$ cat config.mk
export PLATFORM = sky130hd
export DESIGN_NAME = mem_arbiter_flat
export DESIGN_NICKNAME = d
export VERILOG_FILES = /design/src/rtl/mem_arbiter_if.sv /design/src/rtl/mem_arbiter.sv /design/src/flat_wrapper.sv
export SDC_FILE = /design/constraint.sdc
export NUM_CORES = 1
export LEC_CHECK = 0
export ABC_CLOCK_PERIOD_IN_PS = 6000
export BUFFER_PORTS_ARGS = -buffer_cell sky130_fd_sc_hd__buf_2
export CORE_AREA = 2 2 117 119
export CTS_CLUSTER_SIZE = 10
export DETAILED_ROUTE_END_ITERATION = 12
export DIE_AREA = 0 0 119 121
export HOLD_SLACK_MARGIN = 0.08
export PLACE_DENSITY = 0.52
export RECOVER_POWER = 25
export SLEW_MARGIN = 10
export SYNTH_ARGS = -nofsm -noshare
export SYNTH_HDL_FRONTEND = slang
export SYNTH_SLANG_ARGS = --single-unit
$ cat constraint.sdc
create_clock -name clk -period 6 [get_ports clk]
set_clock_uncertainty 0.15 [all_clocks]
set_input_delay 1.2 -clock clk [delete_from_list [all_inputs] [get_ports clk]]
set_output_delay 1.2 -clock clk [all_outputs]
set_load 0.005 [all_outputs]
$ cat src/rtl/mem_arbiter_if.sv
// Bus bundle between the two memory masters, the arbiter and the unified memory.
// The slave modport is the arbiter's view; master is the requester/memory side.
interface mem_arbiter_if;
  logic        m0_req;
  logic        m1_req;
  logic        m0_lock;
  logic        m1_lock;
  logic        m0_we;
  logic        m1_we;
  logic [31:0] m0_adr;
  logic [31:0] m1_adr;
  logic [31:0] m0_wd;
  logic [31:0] m1_wd;
  logic        m0_gnt;
  logic        m1_gnt;
  logic        m0_ack;
  logic        m1_ack;
  logic [31:0] m0_rd;
  logic [31:0] m1_rd;
  logic        mem_we;
  logic [31:0] mem_adr;
  logic [31:0] mem_wd;
  logic [31:0] mem_rd;

  modport slave (
    input  m0_req, m1_req, m0_lock, m1_lock, m0_we, m1_we,
    input  m0_adr, m1_adr, m0_wd, m1_wd, mem_rd,
    output m0_gnt, m1_gnt, m0_ack, m1_ack, m0_rd, m1_rd,
    output mem_we, mem_adr, mem_wd
  );

  modport master (
    output m0_req, m1_req, m0_lock, m1_lock, m0_we, m1_we,
    output m0_adr, m1_adr, m0_wd, m1_wd, mem_rd,
    input  m0_gnt, m1_gnt, m0_ack, m1_ack, m0_rd, m1_rd,
    input  mem_we, mem_adr, mem_wd
  );
endinterface

$ cat src/rtl/mem_arbiter.sv
// Two-master arbiter for the unified instruction/data memory: round-robin ties,
// parking on the last owner and a bounded locked burst under contention.
module mem_arbiter #(
  parameter int MAX_BURST = 4
) (
  input logic          clk,
  input logic          reset,
  mem_arbiter_if.slave bus
);

  localparam int BW = $clog2(MAX_BURST + 1);
  localparam logic [BW-1:0] BEATS_MAX = BW'(MAX_BURST);

  typedef enum logic [1:0] {IDLE, GRANT0, GRANT1} state_t;

  state_t        state;
  logic          last;
  logic [BW-1:0] beats;
  logic [BW-1:0] beats_sat;
  logic          under_limit;
  logic          ack0;
  logic          ack1;
  logic          mux_we;
  logic [31:0]   mux_adr;
  logic [31:0]   mux_wd;

  assign ack0 = (state == GRANT0) & bus.m0_req;
  assign ack1 = (state == GRANT1) & bus.m1_req;

  assign bus.m0_gnt = (state == GRANT0);
  assign bus.m1_gnt = (state == GRANT1);
  assign bus.m0_ack = ack0;
  assign bus.m1_ack = ack1;
  assign bus.m0_rd  = bus.mem_rd;
  assign bus.m1_rd  = bus.mem_rd;

  // A locked owner may keep the bus only while this beat is not its last allowed one.
  assign under_limit = ({1'b0, beats} + (BW+1)'(1)) < {1'b0, BEATS_MAX};
  assign beats_sat   = (beats == BEATS_MAX) ? beats : beats + 1'b1;

  always_comb begin
    mux_we  = 1'b0;
    mux_adr = '0;
    mux_wd  = '0;
    case (state)
      GRANT0: begin
        mux_we  = ack0 & bus.m0_we;
        mux_adr = bus.m0_adr;
        mux_wd  = bus.m0_wd;
      end
      GRANT1: begin
        mux_we  = ack1 & bus.m1_we;
        mux_adr = bus.m1_adr;
        mux_wd  = bus.m1_wd;
      end
      default: ;
    endcase
  end

  assign bus.mem_we  = mux_we;
  assign bus.mem_adr = mux_adr;
  assign bus.mem_wd  = mux_wd;

  // Reset leaves last=1 so master 0 wins the first tie.
  always_ff @(posedge clk) begin
    if (!reset) begin
      state <= IDLE;
      last  <= 1'b1;
      beats <= '0;
    end else begin
      case (state)
        IDLE: begin
          if (bus.m0_req && (!bus.m1_req || last)) begin
            state <= GRANT0;
            last  <= 1'b0;
            beats <= '0;
          end else if (bus.m1_req) begin
            state <= GRANT1;
            last  <= 1'b1;
            beats <= '0;
          end
        end
        GRANT0: begin
          if (!bus.m0_req) begin
            if (bus.m1_req) begin
              state <= GRANT1;
              last  <= 1'b1;
              beats <= '0;
            end else begin
              state <= IDLE;
            end
          end else if (!bus.m1_req || (bus.m0_lock && under_limit)) begin
            beats <= beats_sat;
          end else begin
            state <= GRANT1;
            last  <= 1'b1;
            beats <= '0;
          end
        end
        GRANT1: begin
          if (!bus.m1_req) begin
            if (bus.m0_req) begin
              state <= GRANT0;
              last  <= 1'b0;
              beats <= '0;
            end else begin
              state <= IDLE;
            end
          end else if (!bus.m0_req || (bus.m1_lock && under_limit)) begin
            beats <= beats_sat;
          end else begin
            state <= GRANT0;
            last  <= 1'b0;
            beats <= '0;
          end
        end
        default: state <= IDLE;
      endcase
    end
  end

endmodule

$ cat src/flat_wrapper.sv
// flat-port wrapper written by rule: the top's interface ports become plain ports
module mem_arbiter_flat 
#(
  parameter int MAX_BURST = 4
)
  (clk, reset, bus_m0_req, bus_m1_req, bus_m0_lock, bus_m1_lock, bus_m0_we, bus_m1_we, bus_m0_adr, bus_m1_adr, bus_m0_wd, bus_m1_wd, bus_mem_rd, bus_m0_gnt, bus_m1_gnt, bus_m0_ack, bus_m1_ack, bus_m0_rd, bus_m1_rd, bus_mem_we, bus_mem_adr, bus_mem_wd);
  mem_arbiter_if bus_i ();
  input logic clk;
  input logic reset;
  input wire logic [$bits(bus_i.m0_req)-1:0] bus_m0_req;
  input wire logic [$bits(bus_i.m1_req)-1:0] bus_m1_req;
  input wire logic [$bits(bus_i.m0_lock)-1:0] bus_m0_lock;
  input wire logic [$bits(bus_i.m1_lock)-1:0] bus_m1_lock;
  input wire logic [$bits(bus_i.m0_we)-1:0] bus_m0_we;
  input wire logic [$bits(bus_i.m1_we)-1:0] bus_m1_we;
  input wire logic [$bits(bus_i.m0_adr)-1:0] bus_m0_adr;
  input wire logic [$bits(bus_i.m1_adr)-1:0] bus_m1_adr;
  input wire logic [$bits(bus_i.m0_wd)-1:0] bus_m0_wd;
  input wire logic [$bits(bus_i.m1_wd)-1:0] bus_m1_wd;
  input wire logic [$bits(bus_i.mem_rd)-1:0] bus_mem_rd;
  output wire logic [$bits(bus_i.m0_gnt)-1:0] bus_m0_gnt;
  output wire logic [$bits(bus_i.m1_gnt)-1:0] bus_m1_gnt;
  output wire logic [$bits(bus_i.m0_ack)-1:0] bus_m0_ack;
  output wire logic [$bits(bus_i.m1_ack)-1:0] bus_m1_ack;
  output wire logic [$bits(bus_i.m0_rd)-1:0] bus_m0_rd;
  output wire logic [$bits(bus_i.m1_rd)-1:0] bus_m1_rd;
  output wire logic [$bits(bus_i.mem_we)-1:0] bus_mem_we;
  output wire logic [$bits(bus_i.mem_adr)-1:0] bus_mem_adr;
  output wire logic [$bits(bus_i.mem_wd)-1:0] bus_mem_wd;
  assign bus_i.m0_req = bus_m0_req;
  assign bus_i.m1_req = bus_m1_req;
  assign bus_i.m0_lock = bus_m0_lock;
  assign bus_i.m1_lock = bus_m1_lock;
  assign bus_i.m0_we = bus_m0_we;
  assign bus_i.m1_we = bus_m1_we;
  assign bus_i.m0_adr = bus_m0_adr;
  assign bus_i.m1_adr = bus_m1_adr;
  assign bus_i.m0_wd = bus_m0_wd;
  assign bus_i.m1_wd = bus_m1_wd;
  assign bus_i.mem_rd = bus_mem_rd;
  assign bus_m0_gnt = bus_i.m0_gnt;
  assign bus_m1_gnt = bus_i.m1_gnt;
  assign bus_m0_ack = bus_i.m0_ack;
  assign bus_m1_ack = bus_i.m1_ack;
  assign bus_m0_rd = bus_i.m0_rd;
  assign bus_m1_rd = bus_i.m1_rd;
  assign bus_mem_we = bus_i.mem_we;
  assign bus_mem_adr = bus_i.mem_adr;
  assign bus_mem_wd = bus_i.mem_wd;
  mem_arbiter #(.MAX_BURST(MAX_BURST)) u_core (.clk(clk), .reset(reset), .bus(bus_i));
endmodule
Word-level counts from Yosys, hierarchy flattened
Cells that the tools add are included.
Widths: inputs -> output; s select.
{ "totals": {"in_bits": 168, "regBits": 6, "output_inout_bits": 133, "elab_cells": 59} }
{ "op_classes": {"muxes": 29, "bitwise_logic": 4, "n_addsub": 2, "reduce_logical": 13, "n_eq_ne": 7, "magnitude_cmp": 1} }
{ "op_table": {"columns": ["cell", "n"], "rows": [
  ["$pmux 32 s2", 2],
  ["$mux 3", 8],
  ["$mux 2", 7],
  ["$ne 3x3->1 const B", 3],
  ["$pmux 3 s3", 1],
  ["$mux 1", 8],
  ["$pmux 2 s3", 1],
  ["$add 3x1->4 const B", 1],
  ["$and 1x1->1", 4],
  ["$lt 4x3->1 const B", 1],
  ["$reduce_and 4->1", 1],
  ["$add 3x1->3 const B", 1],
  ["$eq 3x3->1 const B", 1],
  ["$logic_and 1x1->1", 3],
  ["$logic_or 1x1->1", 3],
  ["$ne 3x2->1 const B", 1],
  ["$pmux 1 s3", 1],
  ["$reduce_and 3->1", 1],
  ["$reduce_bool 3->1", 1],
  ["$eq 2x1->1 const B", 1],
  ["$eq 2x2->1 const B", 1],
  ["$logic_not 1->1", 2],
  ["$logic_not 2->1", 1],
  ["$pmux 1 s2", 1],
  ["$reduce_and 2->1", 1]
]} }

Longest topological paths before layout
Gate-level depths: netlist of run 1.
{ "depth": {"depth_word": 7, "ltp_mapped": 7, "ltp_nobuf": 7} }

Worst setup path after synthesis of run 1
No wires, ideal clock.
{ "synth_path": {"path_type": "input to output", "startpoint": "input port bus_m0_req", "endpoint": "output port bus_mem_we", "path_buffers": 0, "required_time_ps": 4650, "setup_slack_ps": 3075, "path_stages": 3, "arrival_ps": 1575, "path_cell_list": "and2_4 -> a22oi_1 -> nor2b_1"} }
{ "synth_via": {"elab_chain_len": 3} }
{ "synth_lines": {"columns": ["element", "line_no", "source"], "rows": [
  ["start: declaration", "flat_wrapper.sv:10", "input wire logic [$bits(bus_i.m0_req)-1:0] bus_m0_req;"],
  ["$and 1x1->1", "mem_arbiter.sv:27", "assign ack0 = (state == GRANT0) & bus.m0_req;"],
  ["$and 1x1->1", "mem_arbiter.sv:47", "mux_we = ack0 & bus.m0_we;"],
  ["$pmux 1 s2", "mem_arbiter.sv:45", "case (state)"],
  ["end: declaration", "flat_wrapper.sv:27", "output wire logic [$bits(bus_i.mem_we)-1:0] bus_mem_we;"]
]} }
No other way between the ends.

Final worst setup path of run 1
{ "layout_path": {"startpoint": "register u_core.state[0]", "endpoint": "output port bus_mem_wd[10]"} }
{ "layout_via": {"elab_chain_len": 2, "word_cells_on_any_way": 3, "cone_classes": "eq/ne: 2; mux: 1"} }
{ "layout_lines": {"columns": ["element", "line_no", "source"], "rows": [
  ["start: declaration", "mem_arbiter.sv:16", "state_t state;"],
  ["start signal: assignment", "mem_arbiter.sv:67", "state <= IDLE;"],
  ["start signal: assignment", "mem_arbiter.sv:74", "state <= GRANT0;"],
  ["start signal: assignment", "mem_arbiter.sv:78", "state <= GRANT1;"],
  ["$eq 2x2->1 / $eq 2x1->1 (equally long branches)", "mem_arbiter.sv:45", null],
  ["$pmux 32 s2 (*)", "mem_arbiter.sv:45", null],
  ["end: declaration", "flat_wrapper.sv:29", "output wire logic [$bits(bus_i.mem_wd)-1:0] bus_mem_wd;"]
]} }
Mark *: on every way between the ends. The rest lies on a longest branch, timed or not.

==> insert_results.sql, run 1 <==
INSERT INTO impl_metrics (metric_group, metric, value, unit) VALUES
('timing', 'final_max_slew_viol_count', '0', ''),
('synth', 'synth-edff-count', '0', ''),
('clock_tree', 'clkTransAtPathRegs', '0.03', 'ns'),
('synth', 'synth_warnings', '0', ''),
('timing', 'tightest_slew', '1.185', 'ns'),
('synth', 'top_area_cells_in_the_synthesized_netlist', 'a22o_1 (34%), buf_4 (28%), dfxtp_1 (7.1%)', ''),
('worst_setup_path', 'slowest_stage', 'and2_2', ''),
('die', 'floorplan.initialDensity', '12.95', '%'),
('worst_setup_path', 'path_class', 'flop to primary output', ''),
('synth', 'postSynthAreaPerCell', '7.843', 'µm²'),
('timing', 'fin_setup_tns', '0', 'ns'),
('synth', 'asyncSetResetFlopFracSynth', '0', '%'),
('clock_tree', 'skew_pair_late_insertion_delay', '0.23', 'ns'),
('synth', 'ys_dominant_reg_cell', 'dfxtp_1', ''),
('synth', 'post-synth-top-count-cell', 'a22o_1', ''),
('global_route', 'grt_pass1_vias', '2091', ''),
('clock_tree', 'cts_hold_repair.buffers', '0', ''),
('clock_tree', 'tritoncts', 'yes', ''),
('timing', 'maxClockFrequency', '257.4', 'MHz'),
('clock_tree', 'cts-root-buf', 'clkbuf_16', ''),
('worst_setup_path', 'critPathTopFamily', 'simple AND/OR/NAND/NOR gates', ''),
('clock_tree', 'post_cts.repair.setup_buffers', '0', ''),
('placed_design', 'post_dp_cell_area', '0.002391', 'mm²'),
('detailed_routing', 'drtIter0Drc', '98', ''),
('power', 'cellLeakagePower', '1.389', 'nW'),
('power', 'p_total', '482.7', 'µW'),
('clock_tree', 'cts_resized', '0', ''),
('power', 'vdd_ir_drop_max', '146.3', 'µV'),
('clock_tree', 'cts_buffer_depth', '2', ''),
('synth', 'syn_inst', '216', ''),
('min_path', 'hold_path.class', 'flop to flop', ''),
('die', 'floorplan.die.width', '119', 'µm'),
('worst_setup_path', 'worstPathRequired', '4.65', 'ns'),
('global_route', 'largest_net_degree_at_the_start_of_global_routing', '65', ''),
('layout', 'layout.cell_area.non_filler', '0.002439', 'mm²'),
('timing', 'grt_setup_unrepaired', 'false', ''),
('die', 'floorplan.core_area', '0.01309', 'mm²'),
('status', 'run_status', 'completed', ''),
('synth', 'cell_area_after_technology_mapping', '0.001694', 'mm²'),
('power', 'cellPowerDensity', '198.0', 'mW/mm²'),
('die', 'design.die.area', '0.01440', 'mm²'),
('global_route', 'grt_pass1_wl', '12080', 'µm'),
('worst_setup_path', 'path_cells', 'inv_1 -> ha_1 -> and2_2 -> a22o_1 -> buf_2', ''),
('placed_design', 'gp_routability_congestion', '0.8592', ''),
('detailed_routing', 'first_pass_iters', '4', ''),
('timing', 'relSlewSlack', '21.00', '%'),
('timing', 'final_period_utilization', '64.76', '%'),
('worst_setup_path', 'timing.critical_path.arrival', '2.54', 'ns'),
('job', 'drv_cap', '0', ''),
('layout', 'finalNetCount', '520', ''),
('synth', 'synth-seq-area-share', '7.090', '%'),
('die', 'die-height', '121', 'µm'),
('die', 'std_cell_rows', '42', ''),
('timing', 'final_hold_viol_count', '0', ''),
('worst_setup_path', 'timing.critical_path.to_type', 'primary output', ''),
('power', 'pwr-share-clk', '22.2', '%'),
('synth', 'synth_largest_type_area_fraction', '33.60', '%'),
('global_route', 'antenna_found_initial', '1', ''),
('synth', 'nets_in_the_synthesized_netlist', '390', ''),
('global_route', 'global_route.overflow_total', '0', ''),
('placed_design', 'io_buffers', '204', ''),
('layout', 'area_growth_synth_to_finish', '43.94', '%'),
('worst_setup_path', 'cpPeakStageDelay', '0.93', 'ns'),
('timing', 'minimum_period_implied_by_the_final_worst_setup_slack', '3.886', 'ns'),
('placed_design', 'dpl.hpwl', '7432', 'µm'),
('power', 'power_frac_seq', '11.3', '%'),
('detailed_routing', 'avgRoutedWirePerCell', '16.71', 'µm'),
('die', 'pin_count', '301', ''),
('layout', 'final_core_util', '18.64', '%'),
('power', 'intPower', '289.9', 'µW'),
('global_route', 'track_usage', '10.70', '%');
-- cell type report --
class / instances / area [µm²]
timing repair buffer: 204 / 1018
tap: 176 / 220.2
fill: 1488 / 10650
clock buffer: 3 / 75.07
sequential: 6 / 120.1
multi-input combinational: 125 / 979.7
antenna: 1 / 2.502
inverter: 6 / 22.52
-- worst paths after layout --
kind | end | slack, ns | startpoint | cells after the start
min reg2reg | u_core.state[0] | 0.35 | u_core.state[0] | 2
max reg2reg | u_core.beats[1] | 3.74 | u_core.state[1] | 7
max | bus_mem_wd[10] | 2.11 | u_core.state[0] | 5
min | u_core.state[0] | 0.35 | u_core.state[0] | 2
-- power by group through the flow --
stage	clock [mW]	combinational, mW	sequential, mW
after floorplan	0	0.219	0.0533
after CTS	0.110	0.335	0.0541
final	0.107	0.321	0.0544
after global placement	0	0.326	0.0541
after global routing	0.113	0.352	0.0556
after detailed placement	0	0.332	0.0546
-- routing by layer --
| layer | wire length [µm] | up-vias | share of wire [%] | global-route usage, % |
|---|---|---|---|---|
| met2 | 4072 | 182 | 47 | 17.17 |
| met5 | 0 | - | 0 | 0 |
| li1 | - | 993 | - | - |
| met3 | 1012 | 4 | 12 | 3.947 |
| met4 | 23 | 0 | 0.26 | 1.339 |
| met1 | 3597 | 997 | 41 | 14.07 |
-- cells by family (layout without fill, tap and decap cells) --
| logic type | count (synthesis) | count (layout) | synth area share (%) |
|---|---|---|---|
| muxes | 2 | 2 | 1.182 |
| DFF | 6 | 6 | 7.090 |
| other | 0 | 1 | 0 |
| buffers and inverters | 85 | 213 | 33.60 |
| adders and majority gates | 6 | 6 | 4.431 |
| and+or+nand+nor | 33 | 33 | 10.41 |
| AOI/OAI and AO/OA | 84 | 84 | 43.28 |
-- flip-flops by register name (all words and copies together) (netlist names) --
name	flops
u_core.beats	3
u_core.state	2
u_core.last	1
-- worst reg2reg max path: stages, from the launching register on --
cell	delay (ns)
dfxtp_1	0.33
inv_1	0.09
ha_1	0.26
and2_0	0.33
a22oi_4	0.12
o22ai_1	0.49
a41oi_1	0.25
o22ai_1	0.16
-- cell usage in the layout, fill, tap and decap left out, types with 2 or more instances in the layout --
master and count:
and2_2 2, buf_2 202, nand2b_1 5, o22ai_1 3
clkbuf_16 3, nor2_1 3, a22o_1 65, ha_1 6
o21ai_0 3, a21oi_1 4, mux2i_1 2, dfxtp_1 6
inv_1 6, clkbuf_1 2, nand2_1 14
-- metrics by stage --
step | hold WS (ns) | std cells | setup WS, ns
after floorplan | 0.3177 | 216 | 3.075
after global placement | 0.3379 | 517 | 2.436
after detailed placement | 0.3451 | 517 | 2.303
after CTS | 0.3564 | 520 | 2.059
after global routing | 0.3868 | 520 | 1.916
final | 0.3548 | 521 | 2.114
Power figures use the tool's default switching activity.
==> run 2: changes to the inputs <==
--- a/config.mk
+++ b/config.mk
@@ -5,14 +5,14 @@
 export SDC_FILE = /design/constraint.sdc
 export NUM_CORES = 1
 export LEC_CHECK = 0
-export ABC_CLOCK_PERIOD_IN_PS = 6000
+export ABC_CLOCK_PERIOD_IN_PS = 3900
 export BUFFER_PORTS_ARGS = -buffer_cell sky130_fd_sc_hd__buf_2
-export CORE_AREA = 2 2 117 119
+export CORE_AREA = 2 2 116 118
 export CTS_CLUSTER_SIZE = 10
 export DETAILED_ROUTE_END_ITERATION = 12
-export DIE_AREA = 0 0 119 121
+export DIE_AREA = 0 0 118 120
 export HOLD_SLACK_MARGIN = 0.08
-export PLACE_DENSITY = 0.52
+export PLACE_DENSITY = 0.53
 export RECOVER_POWER = 25
 export SLEW_MARGIN = 10
 export SYNTH_ARGS = -nofsm -noshare
==> constraint.sdc (replaced) <==
create_clock -name clk -period 3.9 [get_ports clk]
set_clock_uncertainty 0.15 [all_clocks]
set_input_delay 0.78 -clock clk [delete_from_list [all_inputs] [get_ports clk]]
set_output_delay 0.78 -clock clk [all_outputs]
set_load 0.005 [all_outputs]
==> run 2 against run 1 <==
  * Global-route usage shrank 0.11 points
  * Utilization grew 0.59 points
  * Clock power grew 54%
  * Highest routed layer unchanged
==> insert_results.sql, run 2 (synthesized netlist as in run 1, its figures left out) <==
INSERT INTO impl_metrics (metric_group, metric, value, unit) VALUES
('status', 'run_status', 'completed', ''),
('layout', 'antenna-diode-count', '0', ''),
('power', 'cellPowerDensity', '306.2', 'mW/mm²'),
('die', 'die-height', '120', 'µm'),
('detailed_routing', 'avgRoutedWirePerCell', '15.89', 'µm'),
('worst_setup_path', 'timing.critical_path.to_type', 'primary output', ''),
('detailed_routing', 'drtIter0Drc', '102', ''),
('worst_setup_path', 'reg2reg_to', 'u_core.state[0]', ''),
('layout', 'layout-drive-gt1-share', '63.79', '%'),
('timing', 'final_period_utilization', '85.80', '%'),
('die', 'floorplan.die.width', '118', 'µm'),
('detailed_routing', 'maxUsedRoutingLayer', 'met4', ''),
('global_route', 'global_route.overflow_total', '0', ''),
('detailed_routing', 'via_count', '2158', ''),
('layout', 'largest-register', 'u_core.beats', ''),
('min_path', 'hold_path.class', 'flop to flop', ''),
('detailed_routing', 'first_pass_iters', '4', ''),
('power', 'vdd_ir_drop_max', '120.3', 'µV'),
('power', 'net_switching_component_of_the_power', '305.6', 'µW'),
('die', 'floorplan.core_area', '0.01298', 'mm²'),
('timing', 'grt_setup_unrepaired', 'false', ''),
('detailed_routing', 'drt_drc_violations_left', '0', ''),
('worst_setup_path', 'crit_path_start_kind', 'flop', ''),
('die', 'floorplan.initialDensity', '13.05', '%'),
('detailed_routing', 'wirelength', '8325', 'µm'),
('worst_setup_path', 'timing.rr.start', 'u_core.state[0]', ''),
('worst_setup_path', 'setup.reg_to_reg.worst_slack', '1.93', 'ns'),
('layout', 'mostFrequentLayoutCells', 'buf_2 (204), a22o_1 (65), nand2_1 (14)', ''),
('clock_tree', 'skew_pair_late_insertion_delay', '0.23', 'ns'),
('layout', 'layout.cells.most_common', 'buf_2', ''),
('layout', 'final_core_util', '19.23', '%'),
('clock_tree', 'cts_buffers', '3', ''),
('clock_tree', 'tritoncts', 'yes', ''),
('layout', 'finalNetCount', '524', ''),
('die', 'pin_count', '301', ''),
('clock_tree', 'cts-root-buf', 'clkbuf_16', ''),
('timing', 'relSlewSlack', '42.62', '%'),
('clock_tree', 'cts_hold_repair.buffers', '0', ''),
('min_path', 'hold_start', 'u_core.state[1]', ''),
('detailed_routing', 'wl_met3', '1034', 'µm'),
('global_route', 'grt_pass1_wl', '11800', 'µm'),
('min_path', 'min_to', 'u_core.state[1]', ''),
('worst_setup_path', 'timing.critical_path.arrival', '2.42', 'ns'),
('power', 'sw_frac_of_total', '39.99', '%'),
('global_route', 'grt_pass1_vias', '2074', ''),
('detailed_routing', 'antenna_violating_nets_post_route', '0', ''),
('power', 'power_frac_seq', '10.9', '%'),
('power', 'cellLeakagePower', '1.423', 'nW'),
('placed_design', 'io_buffers', '204', ''),
('placed_design', 'dpl.hpwl', '7094', 'µm'),
('power', 'combinational_fraction_of_design_power', '67.5', '%'),
('worst_setup_path', 'cp_max_fo', '42', ''),
('die', 'design.die.area', '0.01416', 'mm²'),
('layout', 'area_growth_synth_to_finish', '47.34', '%'),
('clock_tree', 'cts_buffer_depth', '2', ''),
('worst_setup_path', 'reg2regPathDepth', '7', ''),
('global_route', 'track_usage', '10.59', '%'),
('clock_tree', 'numClockSinks', '6', ''),
('layout', 'biggestRegsByFlops', 'u_core.beats x3, u_core.state x2, u_core.last x1', ''),
('detailed_routing', 'routed-wl-met2', '3595', 'µm'),
('detailed_routing', 'wirelength_met1', '3656', 'µm'),
('timing', 'final_hold_viol_count', '0', ''),
('global_route', 'largest_net_degree_at_the_start_of_global_routing', '43', ''),
('power', 'p_total', '764.4', 'µW'),
('worst_setup_path', 'worstPathRequired', '2.97', 'ns'),
('clock_tree', 'ctsHtreeMaxLevel', '1', ''),
('timing', 'minimum_period_implied_by_the_final_worst_setup_slack', '3.346', 'ns'),
('power', 'intPower', '458.7', 'µW'),
('job', 'drv_cap', '0', ''),
('timing', 'final_max_slew_viol_count', '0', ''),
('clock_tree', 'cts_resized', '0', ''),
('global_route', 'antenna_found_initial', '0', ''),
('clock_tree', 'clkTransAtPathRegs', '0.03', 'ns'),
('timing', 'maxClockFrequency', '298.9', 'MHz'),
('worst_setup_path', 'path_class', 'flop to primary output', ''),
('clock_tree', 'post_cts.repair.setup_buffers', '0', ''),
('timing', 'tightest_slew', '0.8607', 'ns'),
('timing', 'finalSetupViolations', '0', ''),
('die', 'std_cell_rows', '42', ''),
('power', 'pwr-share-clk', '21.5', '%'),
('timing', 'fin_setup_tns', '0', 'ns'),
('layout', 'largest_register_ff_count', '3', ''),
('detailed_routing', 'avgViaCountPerCell', '4.118', ''),
('placed_design', 'gp_routability_congestion', '0.8318', ''),
('min_path', 'worstHoldPathCells', '2', '');
==> run 2: worst max path at each step <==
stage | slack, ns | from | endpoint
after floorplan | 1.49 | u_core.state[0] | bus_mem_adr[0]
after detailed placement | 0.80 | u_core.state[0] | bus_mem_adr[15]
after global routing | 0.33 | u_core.state[0] | bus_mem_adr[18]
after global placement | 0.90 | u_core.state[0] | bus_mem_adr[18]
after CTS | 0.55 | u_core.state[0] | bus_mem_adr[8]
final | 0.55 | u_core.state[0] | bus_mem_wd[12]
==> run 2: metrics by stage <==
| step | std cells | worst slack [ns] | hold slack (ns) | cell area, µm² |
|---|---|---|---|---|
| after floorplan | 216 | 1.490 | 0.3177 | 1694 |
| after global placement | 521 | 0.8960 | 0.3346 | 2421 |
| after detailed placement | 521 | 0.7974 | 0.3413 | 2421 |
| after CTS | 524 | 0.5539 | 0.3457 | 2496 |
| after global routing | 524 | 0.3350 | 0.3814 | 2496 |
| final | 524 | 0.5539 | 0.3400 | 2496 |
==> run 2: final cells by class <==
type / instances / area, µm²
Fill cell: 1471 / 10480
Clock buffer: 3 / 75.07
Tap cell: 176 / 220.2
Sequential cell: 6 / 120.1
Timing Repair Buffer: 208 / 1051
Inverter: 6 / 22.52
Multi-Input combinational cell: 125 / 1007
==> run 2: worst max-delay path, cell delays in order, from the launching register on <==
cell and delay (ns):
dfxtp_1 0.37, inv_1 0.08, ha_1 0.34, and2_2 0.73, buf_4 0.34, a22o_1 0.17, buf_2 0.12
==> run 2: per-layer routing <==
layer  up-vias  track usage (%)
met4         0           0.8283
met3         6            5.086
met2       175            16.10
li1        998                -
met1       979            14.11
met5         -                0
==> run 2: power groups by stage <==
stage | sequential, mW | combinational, mW | clock (mW)
after floorplan | 0.0819 | 0.338 | 0
after global placement | 0.0835 | 0.507 | 0
after detailed placement | 0.0846 | 0.513 | 0
after CTS | 0.0837 | 0.517 | 0.169
after global routing | 0.0852 | 0.565 | 0.173
final | 0.0834 | 0.516 | 0.165
==> run 3: changes to the inputs <==
--- a/config.mk
+++ b/config.mk
@@ -6,13 +6,13 @@
 export NUM_CORES = 1
 export LEC_CHECK = 0
 export ABC_CLOCK_PERIOD_IN_PS = 3900
-export BUFFER_PORTS_ARGS = -buffer_cell sky130_fd_sc_hd__buf_2
 export CORE_AREA = 2 2 116 118
 export CTS_CLUSTER_SIZE = 10
 export DETAILED_ROUTE_END_ITERATION = 12
 export DIE_AREA = 0 0 118 120
+export DONT_BUFFER_PORTS = 1
 export HOLD_SLACK_MARGIN = 0.08
-export PLACE_DENSITY = 0.53
+export PLACE_DENSITY = 0.33
 export RECOVER_POWER = 25
 export SLEW_MARGIN = 10
 export SYNTH_ARGS = -nofsm -noshare
==> run 3 against run 2 <==
  * Final cell count down 39%
  * Via count is 35% lower
  * Final area is 42% lower
  * First-iteration DRC count grew 4.9%
  * Non-clock buffer count is 206 lower
  * Global-route usage shrank 1.4 points
  * Setup slack improved by 0.069 ns
  * Clock power about the same
  * Total power is 20% lower
  * Clock-buffer cell count unchanged
  * Sequential share of layout area increased by 3.4 points
  * Utilization decreased by 8.0 points
  * Largest cell class is now multi-input combinational cells
==> insert_results.sql, run 3 (synthesized netlist as in run 1, its figures left out) <==
INSERT INTO impl_metrics (metric_group, metric, value, unit) VALUES
('status', 'run_status', 'completed', ''),
('min_path', 'hold_path.class', 'flop to flop', ''),
('detailed_routing', 'drt_drc_violations_left', '0', ''),
('placed_design', 'gp_routability_congestion', '0.7187', ''),
('worst_setup_path', 'setup.reg_to_reg.worst_slack', '1.91', 'ns'),
('layout', 'layout-drive-gt1-share', '11.27', '%'),
('layout', 'area_growth_synth_to_finish', '-13.81', '%'),
('timing', 'maxClockFrequency', '305.2', 'MHz'),
('worst_setup_path', 'cp_max_fo', '44', ''),
('worst_setup_path', 'worst_setup_path_startpoint', 'u_core.state[0]', ''),
('die', 'std_cell_rows', '42', ''),
('detailed_routing', 'antenna_violating_nets_post_route', '0', ''),
('clock_tree', 'tritoncts', 'yes', ''),
('placed_design', 'preCtsSetupSlack', '0.8774', 'ns'),
('clock_tree', 'numClockSinks', '6', ''),
('timing', 'final_hold_viol_count', '0', ''),
('global_route', 'largest_net_degree_at_the_start_of_global_routing', '45', ''),
('die', 'floorplan.die.width', '118', 'µm'),
('detailed_routing', 'drtIter0Drc', '107', ''),
('worst_setup_path', 'timing.rr.start', 'u_core.state[0]', ''),
('worst_setup_path', 'reg2regPathDepth', '7', ''),
('detailed_routing', 'via_count', '1395', ''),
('clock_tree', 'clkTransAtPathRegs', '0.03', 'ns'),
('layout', 'biggestRegsByFlops', 'u_core.beats x3, u_core.state x2, u_core.last x1', ''),
('worst_setup_path', 'timing.critical_path.to_type', 'primary output', ''),
('layout', 'area.sequential', '120.1', 'µm²'),
('layout', 'nFillCells', '1507', ''),
('timing', 'grt_setup_unrepaired', 'false', ''),
('placed_design', 'io_buffers', '0', ''),
('detailed_routing', 'wirelength', '7319', 'µm'),
('job', 'drv_cap', '0', ''),
('layout', 'mostFrequentLayoutCells', 'a22o_1 (65), nand2_1 (14), inv_1 (6), ha_1 (6), dfxtp_1 (6)', ''),
('timing', 'final_period_utilization', '84.03', '%'),
('min_path', 'worstHoldPathCells', '2', ''),
('power', 'p_total', '613.5', 'µW'),
('timing', 'relSlewSlack', '48.11', '%'),
('worst_setup_path', 'timing.critical_path.arrival', '2.35', 'ns'),
('clock_tree', 'cts-root-buf', 'clkbuf_16', ''),
('layout', 'layout.cells.most_common', 'a22o_1', ''),
('clock_tree', 'ctsHtreeMaxLevel', '1', ''),
('clock_tree', 'cts_buffer_depth', '2', ''),
('die', 'floorplan.initialDensity', '13.05', '%'),
('placed_design', 'post_dp_cell_area', '0.001385', 'mm²'),
('placed_design', 'dpl.hpwl', '6389', 'µm'),
('clock_tree', 'post_cts.repair.setup_buffers', '0', ''),
('die', 'design.die.area', '0.01416', 'mm²'),
('worst_setup_path', 'crit_path_start_kind', 'flop', ''),
('timing', 'fin_setup_tns', '0', 'ns'),
('worst_setup_path', 'path_class', 'flop to primary output', ''),
('clock_tree', 'cts_buffers', '3', ''),
('detailed_routing', 'avgRoutedWirePerCell', '23.02', 'µm'),
('timing', 'finalSetupViolations', '0', ''),
('power', 'vdd_ir_drop_max', '92.14', 'µV'),
('die', 'die-height', '120', 'µm'),
('timing', 'minimum_period_implied_by_the_final_worst_setup_slack', '3.277', 'ns'),
('layout', 'largest-register', 'u_core.beats', ''),
('power', 'cellPowerDensity', '420.2', 'mW/mm²'),
('die', 'floorplan.core_area', '0.01298', 'mm²'),
('power', 'cellLeakagePower', '0.5020', 'nW'),
('die', 'pin_count', '301', ''),
('layout', 'largest_register_ff_count', '3', ''),
('global_route', 'grt_pass1_wl', '9163', 'µm'),
('timing', 'fin_ws', '0.6230', 'ns'),
('global_route', 'grt_pass1_vias', '1319', ''),
('layout', 'multiInputGateArea', '0.001007', 'mm²'),
('layout', 'layout.cell_area.non_filler', '0.001460', 'mm²'),
('placed_design', 'dpl.cell_count', '315', ''),
('clock_tree', 'cts_resized', '0', ''),
('detailed_routing', 'avgViaCountPerCell', '4.387', ''),
('layout', 'final_cell_count_no_fill', '318', ''),
('timing', 'tightest_slew', '0.7783', 'ns'),
('clock_tree', 'skew_pair_late_insertion_delay', '0.23', 'ns'),
('timing', 'final_max_slew_viol_count', '0', ''),
('global_route', 'global_route.overflow_total', '0', ''),
('worst_setup_path', 'reg2reg_to', 'u_core.state[1]', ''),
('global_route', 'antenna_found_initial', '0', ''),
('worst_setup_path', 'worstPathRequired', '2.97', 'ns'),
('detailed_routing', 'first_pass_iters', '5', ''),
('min_path', 'min_to', 'u_core.beats[1]', ''),
('clock_tree', 'cts_hold_repair.buffers', '0', ''),
('min_path', 'hold_start', 'u_core.beats[1]', ''),
('global_route', 'track_usage', '9.179', '%'),
('layout', 'antenna-diode-count', '0', ''),
('layout', 'finalNetCount', '318', '');
## run 3: changes by cell type in the layout (fill, tap and decap cells not counted)
| cell | delta |
|---|---|
| buf_4 | -2 |
| buf_2 | -204 |
## run 3: power by group
group | switching (mW) | leakage (nW) | internal, mW | total (mW)
clock | 0.0348 | 0.0370 | 0.132 | 0.166
sequential | 0.0106 | 0.0491 | 0.0736 | 0.0842
combinational | 0.220 | 0.416 | 0.143 | 0.363
## run 3: worst max path at each step
stage	cells after the start	slack (ns)	to
2_1_floorplan	6	1.49	bus_mem_adr[0]
3_3_place_gp	5	1.01	bus_mem_adr[6]
3_5_place_dp	5	0.88	bus_mem_adr[23]
4_1_cts	5	0.64	bus_mem_adr[23]
5_1_grt	5	0.45	bus_mem_adr[6]
6_report	5	0.62	bus_mem_adr[5]
## run 3: area by class of cell
type	instances	share of cell area, %
inverter	6	1.542
tap	176	15.08
clock buffer	3	5.141
multi-input combinational	125	68.98
timing repair buffer	2	1.028
sequential	6	8.226
## run 3: metal layers
layer	track usage, %	share of wire, %	vias up
met5	0	0	-
met4	0.6024	0	0
met3	10.46	22	0
met2	11.45	39	159
met1	10.60	38	650
li1	-	-	586
## run 3: stage by stage
stage | utilization (%) | hold WS, ns
2_1_floorplan | - | 0.3177
3_3_place_gp | 10.67 | 0.3530
3_5_place_dp | 10.67 | 0.3506
4_1_cts | 11.25 | 0.3561
5_1_grt | 11.25 | 0.3797
6_report | 11.25 | 0.3532
## run 3: worst max-delay path, cell delays in order (launching register included)
cell     delay [ns]
dfxtp_1        0.38
inv_1          0.08
ha_1           0.36
and2_2         0.68
buf_4          0.36
a22o_1         0.21
